### src/rtl/logic_pipe_pkg.sv
// Shared definitions for the logic pipe unit: opcode width, opcode enum and
// a small helper that classifies rotate opcodes.
// Optional feature macro: LOGIC_PIPE_ROTATE_EN (enables ROL/ROR opcodes).
package logic_pipe_pkg;

  localparam int OP_W = 3;

  typedef enum logic [OP_W-1:0] {
    OP_AND  = 3'b000,
    OP_OR   = 3'b001,
    OP_NAND = 3'b010,
    OP_NOR  = 3'b011,
    OP_XOR  = 3'b100,
    OP_XNOR = 3'b101,
    OP_ROL  = 3'b110,
    OP_ROR  = 3'b111
  } op_e;

  // True for the two rotate opcodes, which exist only in the rotate build.
  function automatic logic op_is_rotate(input logic [OP_W-1:0] op);
    return (op == OP_ROL) || (op == OP_ROR);
  endfunction

endpackage

### src/rtl/lu_logic_core.sv
// Combinational opcode decode for the logic pipe unit. Produces a DATA_W
// result and an illegal flag. Rotates rotate operand a by b modulo DATA_W.
// Optional feature macro: LOGIC_PIPE_ROTATE_EN. Without it, ROL/ROR return
// zero and raise illegal.
module lu_logic_core
  import logic_pipe_pkg::*;
#(
  parameter int DATA_W = 8
) (
  input  logic [DATA_W-1:0] a,
  input  logic [DATA_W-1:0] b,
  input  logic [OP_W-1:0]   op,
  output logic [DATA_W-1:0] result,
  output logic              illegal
);

`ifdef LOGIC_PIPE_ROTATE_EN
  localparam int AMT_W = (DATA_W > 1) ? $clog2(DATA_W) : 1;

  logic [AMT_W-1:0]    amt_raw;
  int                  amt;
  logic [2*DATA_W-1:0] dbl;
  logic [DATA_W-1:0]   rol_val;
  logic [DATA_W-1:0]   ror_val;

  // Rotate by doubling the operand and shifting; amount wraps modulo DATA_W
  // so non-power-of-two widths still rotate correctly.
  always_comb begin
    amt_raw = b[AMT_W-1:0];
    amt     = int'(amt_raw) % DATA_W;
    dbl     = {a, a};
    rol_val = DATA_W'((dbl << amt) >> DATA_W);
    ror_val = DATA_W'(dbl >> amt);
  end
`endif

  // Opcode decode; illegal is only ever raised for rotates in the plain build.
  always_comb begin
    result  = '0;
    illegal = 1'b0;
    case (op_e'(op))
      OP_AND:  result = a & b;
      OP_OR:   result = a | b;
      OP_NAND: result = ~(a & b);
      OP_NOR:  result = ~(a | b);
      OP_XOR:  result = a ^ b;
      OP_XNOR: result = ~(a ^ b);
`ifdef LOGIC_PIPE_ROTATE_EN
      OP_ROL:  result = rol_val;
      OP_ROR:  result = ror_val;
`else
      OP_ROL, OP_ROR: begin
        result  = '0;
        illegal = op_is_rotate(op);
      end
`endif
      default: result = '0;
    endcase
  end

endmodule

### src/rtl/logic_pipe_unit.sv
// Two-stage bitwise logic / rotate pipeline with valid/ready handshakes.
// S1 registers the operands and opcode, S2 registers the decoded result,
// its zero flag and the illegal-opcode flag.
// Optional feature macro: LOGIC_PIPE_ROTATE_EN (enables ROL/ROR opcodes).
//
// Handshake: a transfer happens on a rising clk edge where valid && ready.
// The producer holds valid and its payload until the transfer; ready may
// depend combinationally on the downstream ready (in_ready follows
// out_ready), but valid never depends on ready. Outputs are held stable
// while out_valid && !out_ready and are forced to zero when out_valid is low.
module logic_pipe_unit
  import logic_pipe_pkg::*;
#(
  parameter int DATA_W = 8,
  parameter int OUT_W  = 16
) (
  input  logic              clk,
  input  logic              rst,
  input  logic              in_valid,
  output logic              in_ready,
  input  logic [DATA_W-1:0] a,
  input  logic [DATA_W-1:0] b,
  input  logic [OP_W-1:0]   op,
  output logic              out_valid,
  input  logic              out_ready,
  output logic [OUT_W-1:0]  result,
  output logic              zero,
  output logic              illegal,
  output logic              busy
);

  // Stage 1: captured operands.
  logic              s1_valid;
  logic [DATA_W-1:0] s1_a;
  logic [DATA_W-1:0] s1_b;
  logic [OP_W-1:0]   s1_op;

  // Stage 2: decoded result.
  logic              s2_valid;
  logic [DATA_W-1:0] s2_result;
  logic              s2_zero;
  logic              s2_illegal;

  // Core outputs for the entry currently in S1.
  logic [DATA_W-1:0] core_result;
  logic              core_illegal;

  // Pipeline advance controls.
  logic s2_adv;
  logic s1_move;
  logic in_fire;

  lu_logic_core #(
    .DATA_W (DATA_W)
  ) u_core (
    .a       (s1_a),
    .b       (s1_b),
    .op      (s1_op),
    .result  (core_result),
    .illegal (core_illegal)
  );

  // S2 can take a new entry when empty or being drained; S1 drains into it.
  always_comb begin
    s2_adv   = !s2_valid || out_ready;
    s1_move  = s1_valid && s2_adv;
    in_ready = !s1_valid || s1_move;
    in_fire  = in_valid && in_ready;
  end

  // S1 register: load on accept, clear when its entry moves on with no refill.
  always_ff @(posedge clk or negedge rst) begin
    if (!rst) begin
      s1_valid <= 1'b0;
      s1_a     <= '0;
      s1_b     <= '0;
      s1_op    <= '0;
    end else begin
      if (in_fire) begin
        s1_valid <= 1'b1;
        s1_a     <= a;
        s1_b     <= b;
        s1_op    <= op;
      end else if (s1_move) begin
        s1_valid <= 1'b0;
      end
    end
  end

  // S2 register: only changes when allowed to advance, which keeps the
  // presented result stable during output backpressure.
  always_ff @(posedge clk or negedge rst) begin
    if (!rst) begin
      s2_valid   <= 1'b0;
      s2_result  <= '0;
      s2_zero    <= 1'b0;
      s2_illegal <= 1'b0;
    end else if (s2_adv) begin
      s2_valid <= s1_valid;
      if (s1_valid) begin
        s2_result  <= core_result;
        s2_zero    <= (core_result == '0);
        s2_illegal <= core_illegal;
      end
    end
  end

  // Output drive: zero-extend to OUT_W and gate everything with out_valid.
  always_comb begin
    out_valid = s2_valid;
    result    = '0;
    if (s2_valid) begin
      result[DATA_W-1:0] = s2_result;
    end
    zero    = s2_valid && s2_zero;
    illegal = s2_valid && s2_illegal;
    busy    = s1_valid || s2_valid;
  end

endmodule

### config.mk
export PLATFORM = sky130hd
export DESIGN_NAME = logic_pipe_unit
export DESIGN_NICKNAME = d
export VERILOG_FILES = /design/src/rtl/logic_pipe_pkg.sv /design/src/rtl/lu_logic_core.sv /design/src/rtl/logic_pipe_unit.sv
export SDC_FILE = /design/constraint.sdc
export NUM_CORES = 1
export LEC_CHECK = 0
export CAP_MARGIN = 30
export CORE_MARGIN = 3
export CORE_UTILIZATION = 35
export DETAILED_ROUTE_END_ITERATION = 12
export PLACE_DENSITY_LB_ADDON = 0.08
export SYNTH_ARGS = -nofsm -noshare
export SYNTH_HDL_FRONTEND = slang
export SYNTH_HIERARCHICAL = 1
export SYNTH_SLANG_ARGS = --single-unit
### constraint.sdc
create_clock -name clk -period 4.7 [get_ports clk]
set_clock_uncertainty 0.15 [all_clocks]
set_input_delay 0.705 -clock clk [delete_from_list [all_inputs] [get_ports clk]]
set_output_delay 0.705 -clock clk [all_outputs]
set_load 0.01 [all_outputs]
==> results of run 1 <==
==> layer usage <==
metal	vias up	wire [um]	GRT usage, %
met2	41	1680	18.29
met5	-	0	0
met4	0	46	4.458
met1	610	1700	14.15
li1	649	-	-
met3	5	203	2.579
==> worst paths after layout <==
| check | slack [ns] | depth (start not counted) | endpoint | startpoint |
|---|---|---|---|---|
| setup reg to reg | 2.38 | 6 | s2_zero$_DFFE_PN0P_ | s1_op[0]$_DFFE_PN0P_ |
| setup / recovery | 1.93 | 3 | in_ready | out_ready |
| min in group asynchronous | 0.67 | 2 | s1_op[2]$_DFFE_PN0P_ | rst |
| hold / removal | 0.35 | 1 | s2_zero$_DFFE_PN0P_ | s2_zero$_DFFE_PN0P_ |
| max in group asynchronous | 3.43 | 2 | s1_op[0]$_DFFE_PN0P_ | rst |
| hold reg to reg | 0.35 | 1 | s2_zero$_DFFE_PN0P_ | s2_zero$_DFFE_PN0P_ |
==> area by class of cell <==
class | instances | area (um^2) | area share (%)
multi-input combinational | 125 | 1155 | 45.78
inverter | 16 | 60.06 | 2.381
clock inverter | 3 | 15.01 | 0.5952
clock buffer | 5 | 68.82 | 2.728
tap | 72 | 90.09 | 3.571
sequential | 31 | 775.7 | 30.75
timing repair buffer | 36 | 357.8 | 14.19
==> kinds of logic (layout without fill, tap and decap cells) <==
logic type | after synthesis | after routing | synth area share (%)
and+or+nand+nor | 48 | 48 | 18.40
muxes | 28 | 28 | 17.01
other | 1 | 8 | 0.1808
xor gates and xnor gates | 8 | 8 | 3.378
buffers and inverters | 29 | 60 | 8.202
AOI/OAI and AO/OA | 17 | 17 | 5.790
DFF | 31 | 31 | 37.39
adders and majority gates | 16 | 16 | 9.650
==> flip-flops by register name, indices dropped and copies added (netlist names) <==
signal and count:
s2_zero 1, s1_b 8, s2_illegal 1, s1_a 8, s1_op 3, out_valid 1
s2_result 8, s1_valid 1
==> power breakdown <==
group	internal (mW)	switching, mW	total (mW)
sequential	0.326	0.0501	0.376
combinational	0.214	0.142	0.356
clock	0.101	0.0978	0.199
total	0.641	0.290	0.931
==> stage by stage <==
| stage | hold slack (ns) | cells | util (%) |
|---|---|---|---|
| global placement | 0.3200 | 280 | 43.49 |
| finish | 0.3489 | 288 | 44.98 |
| global route | 0.3662 | 288 | 44.98 |
| floorplan | 0.2594 | 185 | - |
| detailed placement | 0.3328 | 280 | 43.49 |
| CTS | 0.3485 | 288 | 44.98 |
==> layout by cell type, fill, tap and decap left out, types with 2 or more instances in the layout <==
master,n
conb_1,8
dfrtp_1,31
clkbuf_8,5
ha_1,16
o311ai_1,8
clkdlybuf4s50_1,35
nor4_1,2
nor2b_4,8
mux2_2,18
nor2b_1,5
and2_1,11
nand2_1,8
xor2_1,8
and2b_4,4
mux2_4,10
inv_1,16
o21ai_1,8
nand2b_1,3
clkinv_2,3
==> flow_summary.toml, run 1 <==
[logic_synthesis]
number_of_library_cell_types_mapped_by_synthesis = 29
yosys-top-cells-area = "dfrtp_1 (37%), mux2_2 (9.8%), ha_1 (9.7%), mux2_4 (7.2%), nor2b_4 (5.3%)"
ys_seq_elements = 31
synth_top_cell_area_share_pct = 37.39
synth_enable_flop_cells = 0
syn-cell-area_um2 = 2074
most_instantiated_flip_flop_cell_in_the_synthesis_netlist = "dfrtp_1"
synth.most_common_cell = "dfrtp_1"
netlist_instances = 178
synth_area_leader_cell = "dfrtp_1"
yosys_warnings = 6
ys_top_cells_by_count = "dfrtp_1 (31), mux2_2 (18), ha_1 (16), inv_1 (16), and2_1 (11)"
ys_async_sr_fraction_pct = 100.0
syn_area_per_cell_um2 = 11.65
ys_seq_area_share_pct = 37.39

[die]
floorplan_core_area_um2 = 5608
die-width_um = 82.99
std_cell_rows = 27
vertical_extent_of_the_die_um = 82.99
initial_utilization_pct = 36.99
ioPinCount = 44
dieArea_um2 = 6887

[place]
io_buffer_count = 35
postPlaceCellArea_um2 = 2439
gpl.final_weighted_congestion = 0.6543
post-dp-hpwl_um = 2760
place_ws_ns = 1.926

[setup_path]
critPathLaunchType = "input pin"
critPathSlowestCell = "clkdlybuf4s50_1"
cp-end-kind = "output pin"
worstPathArrival_ns = 1.92
worst_path_most_repeated_cell = "clkdlybuf4s50_1"
crit_chain = "clkdlybuf4s50_1 > nand3b_4 > clkdlybuf4s50_1"
max_stage_delay_ns = 0.56
critical_path_required_ns = 3.85
wp_buf_inv = 2
crit_path_max_fanout = 3
worst_path_dominant_cell_family = "buffers and inverters"
kind_of_critical_path = "input pin to output pin"

[layout]
drive_above_1_share_pct = 25.00
fill_cells = 555
area.growth.synth_to_final_pct = 21.59
final_design_area_no_fill_um2 = 2522
finalNetCount = 254
insertedDiodeCount = 0

[clocking]
clock-root-buffer = "clkbuf_8"
clk_latency_ns = 0.27
cts_htree_levels = 2
cts_inserted_buffers = 5
cts_tree = "built"
setup_repair_bufs_after_cts = 0
post_cts.resized_instances = 0
clock_transition_at_the_register_clock_pins_on_the_worst_setup_and_hold_paths_after_cts_ns = 0.06
cts_max_path_buffers = 2
cts_sinks = 31
cts-hold-fix-buffers = 0

[worst_hold_path]
hold_class = "flop to flop"

[pwr]
areal_power_density_over_the_cells_nw_per_um2 = 369.2
total_leakage_power_nw = 1.190
vdd.ir_drop.worst_v = 0.0001582
total_power_mw = 0.9313

[sta]
final_period_minus_worst_setup_slack_ns = 2.771
report.final.hold_viol_count = 0
slew_headroom_pct = 40.42
rsz0062_at_grt = "no"
slew_violations = 0
final.setup.tns_ns = 0
timing.final.ws_setup_ns = 1.929
final.period_utilization_pct = 58.95
worst_pin_slew_ns = 0.8938
maxClockFrequency_mhz = 360.9
finalSetupViolCount = 0

[grt]
track_usage_pct = 11.16
grt_first_pass_wirelength_um = 6244
grt_antenna_before_repair = 0
grt_pass1_vias = 1303
global_route.overflow_total = 0
pin_count_of_the_biggest_net_entering_global_routing = 32

[detailed_routing]
viasPerCell = 4.531
first_iteration_detailed_routing_drc_count = 41
drt.antenna.violating_nets = 0
drt_first_pass_iters = 4
dr_total_vias = 1305
post_route_drc = 0
routed_wirelength_um = 3630
wl_per_cell_um = 12.60

[flow_run]
max-cap-violations = 0

[run_status]
outcome = "finished clean"
Power figures use the tool's default switching activity.
==> inputs of run 2 (changes only) <==
- clock period: 4.7 -> 2.7 ns (I/O delays scaled with it)
==> run 2 against run 1 <==
Against the previous run: core utilization rose by 0.60 points; count of clock-buffer cells in the layout rose by 1; sequential power rose by 73%.
==> flow_summary.toml, run 2 (synthesized netlist as in run 1, its figures left out) <==
[sta]
finalSetupViolCount = 0
rsz0062_at_grt = "no"
worst_pin_slew_ns = 0.8244
worst_hold_slack_ns = 0.3526
report.final.hold_viol_count = 0
final.period_utilization_pct = 84.40
slew_headroom_pct = 45.04
maxClockFrequency_mhz = 438.9
final.setup.tns_ns = 0
slew_violations = 0
final_period_minus_worst_setup_slack_ns = 2.279
timing.final.ws_setup_ns = 0.4213

[clocking]
clock_transition_at_the_register_clock_pins_on_the_worst_setup_and_hold_paths_after_cts_ns = 0.07
cts_max_path_buffers = 2
post_cts.resized_instances = 0
setup_repair_bufs_after_cts = 0
cts_inserted_buffers = 5
cts_sinks = 31
clock-root-buffer = "clkbuf_8"
clk_latency_ns = 0.29
cts-hold-fix-buffers = 0
cts_tree = "built"
cts_htree_levels = 2

[detailed_routing]
first_iteration_detailed_routing_drc_count = 19
drt_first_pass_iters = 4
routed_wirelength_um = 3669
viasPerCell = 4.517
wl_per_cell_um = 12.74
drt.antenna.violating_nets = 0
post_route_drc = 0
dr_total_vias = 1301

[setup_path]
crit_path_max_fanout = 25
critical_path_required_ns = 2.78
cp-end-kind = "flop"
crit_chain = "and2b_4 > o21ai_1 > o311ai_1 > nor4_1 > nand4_1 > a21bo_2"
kind_of_critical_path = "flop to flop"
max_stage_delay_ns = 0.88
worstPathArrival_ns = 2.36
critPathLaunchType = "flop"
critPathSlowestCell = "dfrtp_1"

[die]
std_cell_rows = 27
dieArea_um2 = 6887
die-width_um = 82.99
vertical_extent_of_the_die_um = 82.99
ioPinCount = 44
initial_utilization_pct = 36.99
floorplan_core_area_um2 = 5608

[place]
io_buffer_count = 35
post-dp-hpwl_um = 2768
gpl.final_weighted_congestion = 0.7638
place_ws_ns = 0.4259

[layout]
drive_above_1_share_pct = 25.00
insertedDiodeCount = 0
seq_area_um2 = 775.7
layout_commonest_cell = "clkdlybuf4s50_1"
multi_input_gate_area_um2 = 1155
area.growth.synth_to_final_pct = 23.22
fill_cells = 543
layout_common_cells = "clkdlybuf4s50_1 (35), dfrtp_1 (31), mux2_2 (18)"
registers_with_the_most_flip_flops = "s1_a x8, s1_b x8, s2_result x8"
finalNetCount = 254

[worst_hold_path]
hold_class = "flop to flop"

[grt]
global_route.overflow_total = 0
grt_first_pass_wirelength_um = 6458
track_usage_pct = 11.58
grt_pass1_vias = 1293
pin_count_of_the_biggest_net_entering_global_routing = 32
grt_antenna_before_repair = 0

[flow_run]
max-cap-violations = 0

[pwr]
areal_power_density_over_the_cells_nw_per_um2 = 687.9
total_power_mw = 1.758
vdd.ir_drop.worst_v = 0.0002489
total_leakage_power_nw = 1.204

[run_status]
outcome = "finished clean"
## run 2: changes by cell type in the layout (fill, tap and decap cells not counted), sizes merged
cell    delta
clkinv     -2
bufinv     +1
clkbuf     +1
## run 2: layer usage
metal | up-vias | part of all wire [%] | global-route usage [%]
li1 | 656 | - | -
met1 | 600 | 48 | 14.83
met2 | 38 | 43 | 17.35
met3 | 7 | 6.1 | 3.869
met4 | 0 | 2.2 | 5.795
met5 | - | 0 | 0
## run 2: worst paths after layout
| check | depth (start not counted) | to | start | slack, ns |
|---|---|---|---|---|
| worst max-delay path | 6 | s2_zero$_DFFE_PN0P_ | s1_op[0]$_DFFE_PN0P_ | 0.42 |
| worst min-delay path | 1 | s2_result[5]$_DFFE_PN0P_ | s2_result[5]$_DFFE_PN0P_ | 0.35 |
| worst max register to register | 6 | s2_zero$_DFFE_PN0P_ | s1_op[0]$_DFFE_PN0P_ | 0.42 |
| worst min register to register | 1 | s2_result[5]$_DFFE_PN0P_ | s2_result[5]$_DFFE_PN0P_ | 0.35 |
| max in group asynchronous | 2 | s1_a[0]$_DFFE_PN0P_ | rst | 1.74 |
| min in group asynchronous | 2 | s2_illegal$_DFFE_PN0P_ | rst | 0.36 |
## run 2: area by class of cell
class	instances	share of cell area, %
tap	72	3.524
inverter	16	2.349
timing repair buffer	36	14.00
multi-input combinational	125	45.18
clock inverter	2	1.371
clock buffer	6	3.231
sequential	31	30.35
## run 2: where the power goes
| group | switching (mW) | total (mW) | internal, mW |
|---|---|---|---|
| clock | 0.187 | 0.486 | 0.299 |
| sequential | 0.0839 | 0.651 | 0.567 |
| combinational | 0.247 | 0.621 | 0.374 |
| total | 0.519 | 1.76 | 1.24 |
## run 2: critical path, delay by kind of cell (launching register included)
family / cells / cell delay, ns
flip-flops: 1 / 0.88
AO/OA/AOI/OAI: 3 / 0.44
AND/OR/NAND/NOR: 3 / 0.75
## run 2: through the flow
step	util, %	std cells	cell area (um^2)
global route	45.58	288	2556
floorplan	-	185	2101
CTS	45.58	288	2556
detailed placement	43.49	280	2439
global placement	43.49	280	2439
finish	45.58	288	2556
==> inputs of run 3 (changes only) <==
- clock period: 2.7 -> 2.13 ns (I/O delays scaled with it)
==> run 3 against run 2 <==
Against the previous run: first-iteration DRC count up 110%; sequential power grew 25%; total power grew 18%; global-route usage decreased by 0.26 points; die area unchanged; cell area down 0.20%; final cell count grew 1.4%; setup slack worse by 0.35 ns; sequential share of layout area increased by 0.11 points; register-to-register slack lost 0.20 ns; critical endpoint is now busy; largest cell class unchanged; highest routed layer unchanged.
==> flow_summary.toml, run 3 (synthesized netlist as in run 1, its figures left out) <==
[setup_path]
path_depth_of_the_worst_reg2reg_path = 8
r2r_start = "s1_a[0]$_DFFE_PN0P_"
worstPathArrival_ns = 1.59
worstSetupStartpoint = "out_valid$_DFFE_PN0P_"
kind_of_critical_path = "flop to output pin"
worstReg2RegEnd = "s2_zero$_DFFE_PN0P_"
crit_path_max_fanout = 14
critical_path_required_ns = 1.66
critPathLaunchType = "flop"
register_to_register_path_setup_slack_ns = 0.22
cp-end-kind = "output pin"

[detailed_routing]
drt_first_pass_iters = 4
wl_per_cell_um = 12.36
routed_wirelength_um = 3610
dr_total_vias = 1320
drt.antenna.violating_nets = 0
post_route_drc = 0
first_iteration_detailed_routing_drc_count = 39
viasPerCell = 4.521

[clocking]
cts-hold-fix-buffers = 0
cts_sinks = 31
cts_inserted_buffers = 5
clock-root-buffer = "clkbuf_8"
cts_htree_levels = 2
cts_max_path_buffers = 2
clk_latency_ns = 0.28
setup_repair_bufs_after_cts = 0
cts_tree = "built"
clock_transition_at_the_register_clock_pins_on_the_worst_setup_and_hold_paths_after_cts_ns = 0.07
post_cts.resized_instances = 0

[pwr]
areal_power_density_over_the_cells_nw_per_um2 = 812.0
vdd.ir_drop.worst_v = 0.0002995
total_leakage_power_nw = 1.203

[run_status]
outcome = "finished clean"

[sta]
report.final.hold_viol_count = 0
worst_pin_slew_ns = 0.5519
final_period_minus_worst_setup_slack_ns = 2.061
final.setup.tns_ns = 0
rsz0062_at_grt = "no"
maxClockFrequency_mhz = 485.2
slew_headroom_pct = 63.07
timing.final.ws_setup_ns = 0.06914
final.period_utilization_pct = 96.75
slew_violations = 0
finalSetupViolCount = 0

[place]
io_buffer_count = 35
gpl.final_weighted_congestion = 0.6903
post-dp-hpwl_um = 2773
place_ws_ns = 0.1167

[die]
vertical_extent_of_the_die_um = 82.99
std_cell_rows = 27
die-width_um = 82.99
floorplan_core_area_um2 = 5608
initial_utilization_pct = 36.99
dieArea_um2 = 6887
ioPinCount = 44

[layout]
insertedDiodeCount = 0
finalCoreUtilization_pct = 45.49
fill_cells = 541
drive_above_1_share_pct = 25.91
seq_area_um2 = 777.0
registers_with_the_most_flip_flops = "s1_a x8, s1_b x8, s2_result x8"
layout_commonest_cell = "clkdlybuf4s50_1"
layout_common_cells = "clkdlybuf4s50_1 (35), dfrtp_1 (30), mux2_2 (18)"
multi_input_gate_area_um2 = 1155
area.growth.synth_to_final_pct = 22.98
finalNetCount = 258

[grt]
global_route.overflow_total = 0
grt_antenna_before_repair = 0
grt_first_pass_wirelength_um = 6272
track_usage_pct = 11.32
grt_pass1_vias = 1316
pin_count_of_the_biggest_net_entering_global_routing = 32

[flow_run]
max-cap-violations = 0

[worst_hold_path]
hold_class = "input pin to asynchronous set/reset pin"
## run 3: changes by cell type in the layout (fill, tap and decap cells not counted)
| cell | before | now |
|---|---|---|
| buf_4 | 1 | 5 |
| clkbuf_1 | 0 | 2 |
| bufinv_16 | 1 | 0 |
| clkbuf_8 | 6 | 5 |
| dfrtp_1 | 31 | 30 |
| dfrtp_2 | 0 | 1 |
## run 3: power by group
| group | leakage (nW) | internal, mW | switching [mW] | total, mW |
|---|---|---|---|---|
| logic | 0.792 | 0.485 | 0.328 | 0.813 |
| clock network | 0.0422 | 0.229 | 0.212 | 0.441 |
| registers | 0.369 | 0.721 | 0.0966 | 0.817 |
## run 3: cell type report
class                   count  area share [%]
clock buffers               7           2.992
clock inverters             1          0.1962
inverters                  16           2.354
multi-input cells         125           45.27
flip-flops and latches     31           30.46
well taps                  72           3.531
repair buffers             40           15.20
## run 3: routing by layer
metal / track usage, % / vias up / part of all wire [%]
li1: - / 663 / -
met1: 14.26 / 612 / 48
met2: 17.64 / 38 / 44
met3: 3.175 / 7 / 5.5
met4: 5.795 / 0 / 2.1
met5: 0 / - / 0
## run 3: per-stage QoR
step	total power, mW	hold WS [ns]	instances	instance area, um^2
4_1_cts	2.111	0.3031	292	2550
2_1_floorplan	1.376	-0.1261	185	2101
6_report	2.071	0.2958	292	2551
5_1_grt	2.230	0.3367	292	2551
3_5_place_dp	1.656	0.3251	284	2469
3_3_place_gp	1.634	0.3255	284	2469
## run 3: worst max-delay path by stage
stage,endpoint,slack [ns],depth (start not counted)
floorplan,s2_zero$_DFFE_PN0P_,0.40,8
global placement,s2_zero$_DFFE_PN0P_,0.15,6
detailed placement,in_ready,0.12,3
CTS,busy,0.04,2
global route,busy,0.001,2
finish,busy,0.07,2
## run 3: worst max-delay path, stage by stage (launching register included)
cell and delay, ns:
dfrtp_1 0.50, or2_2 0.34, clkdlybuf4s50_1 0.47
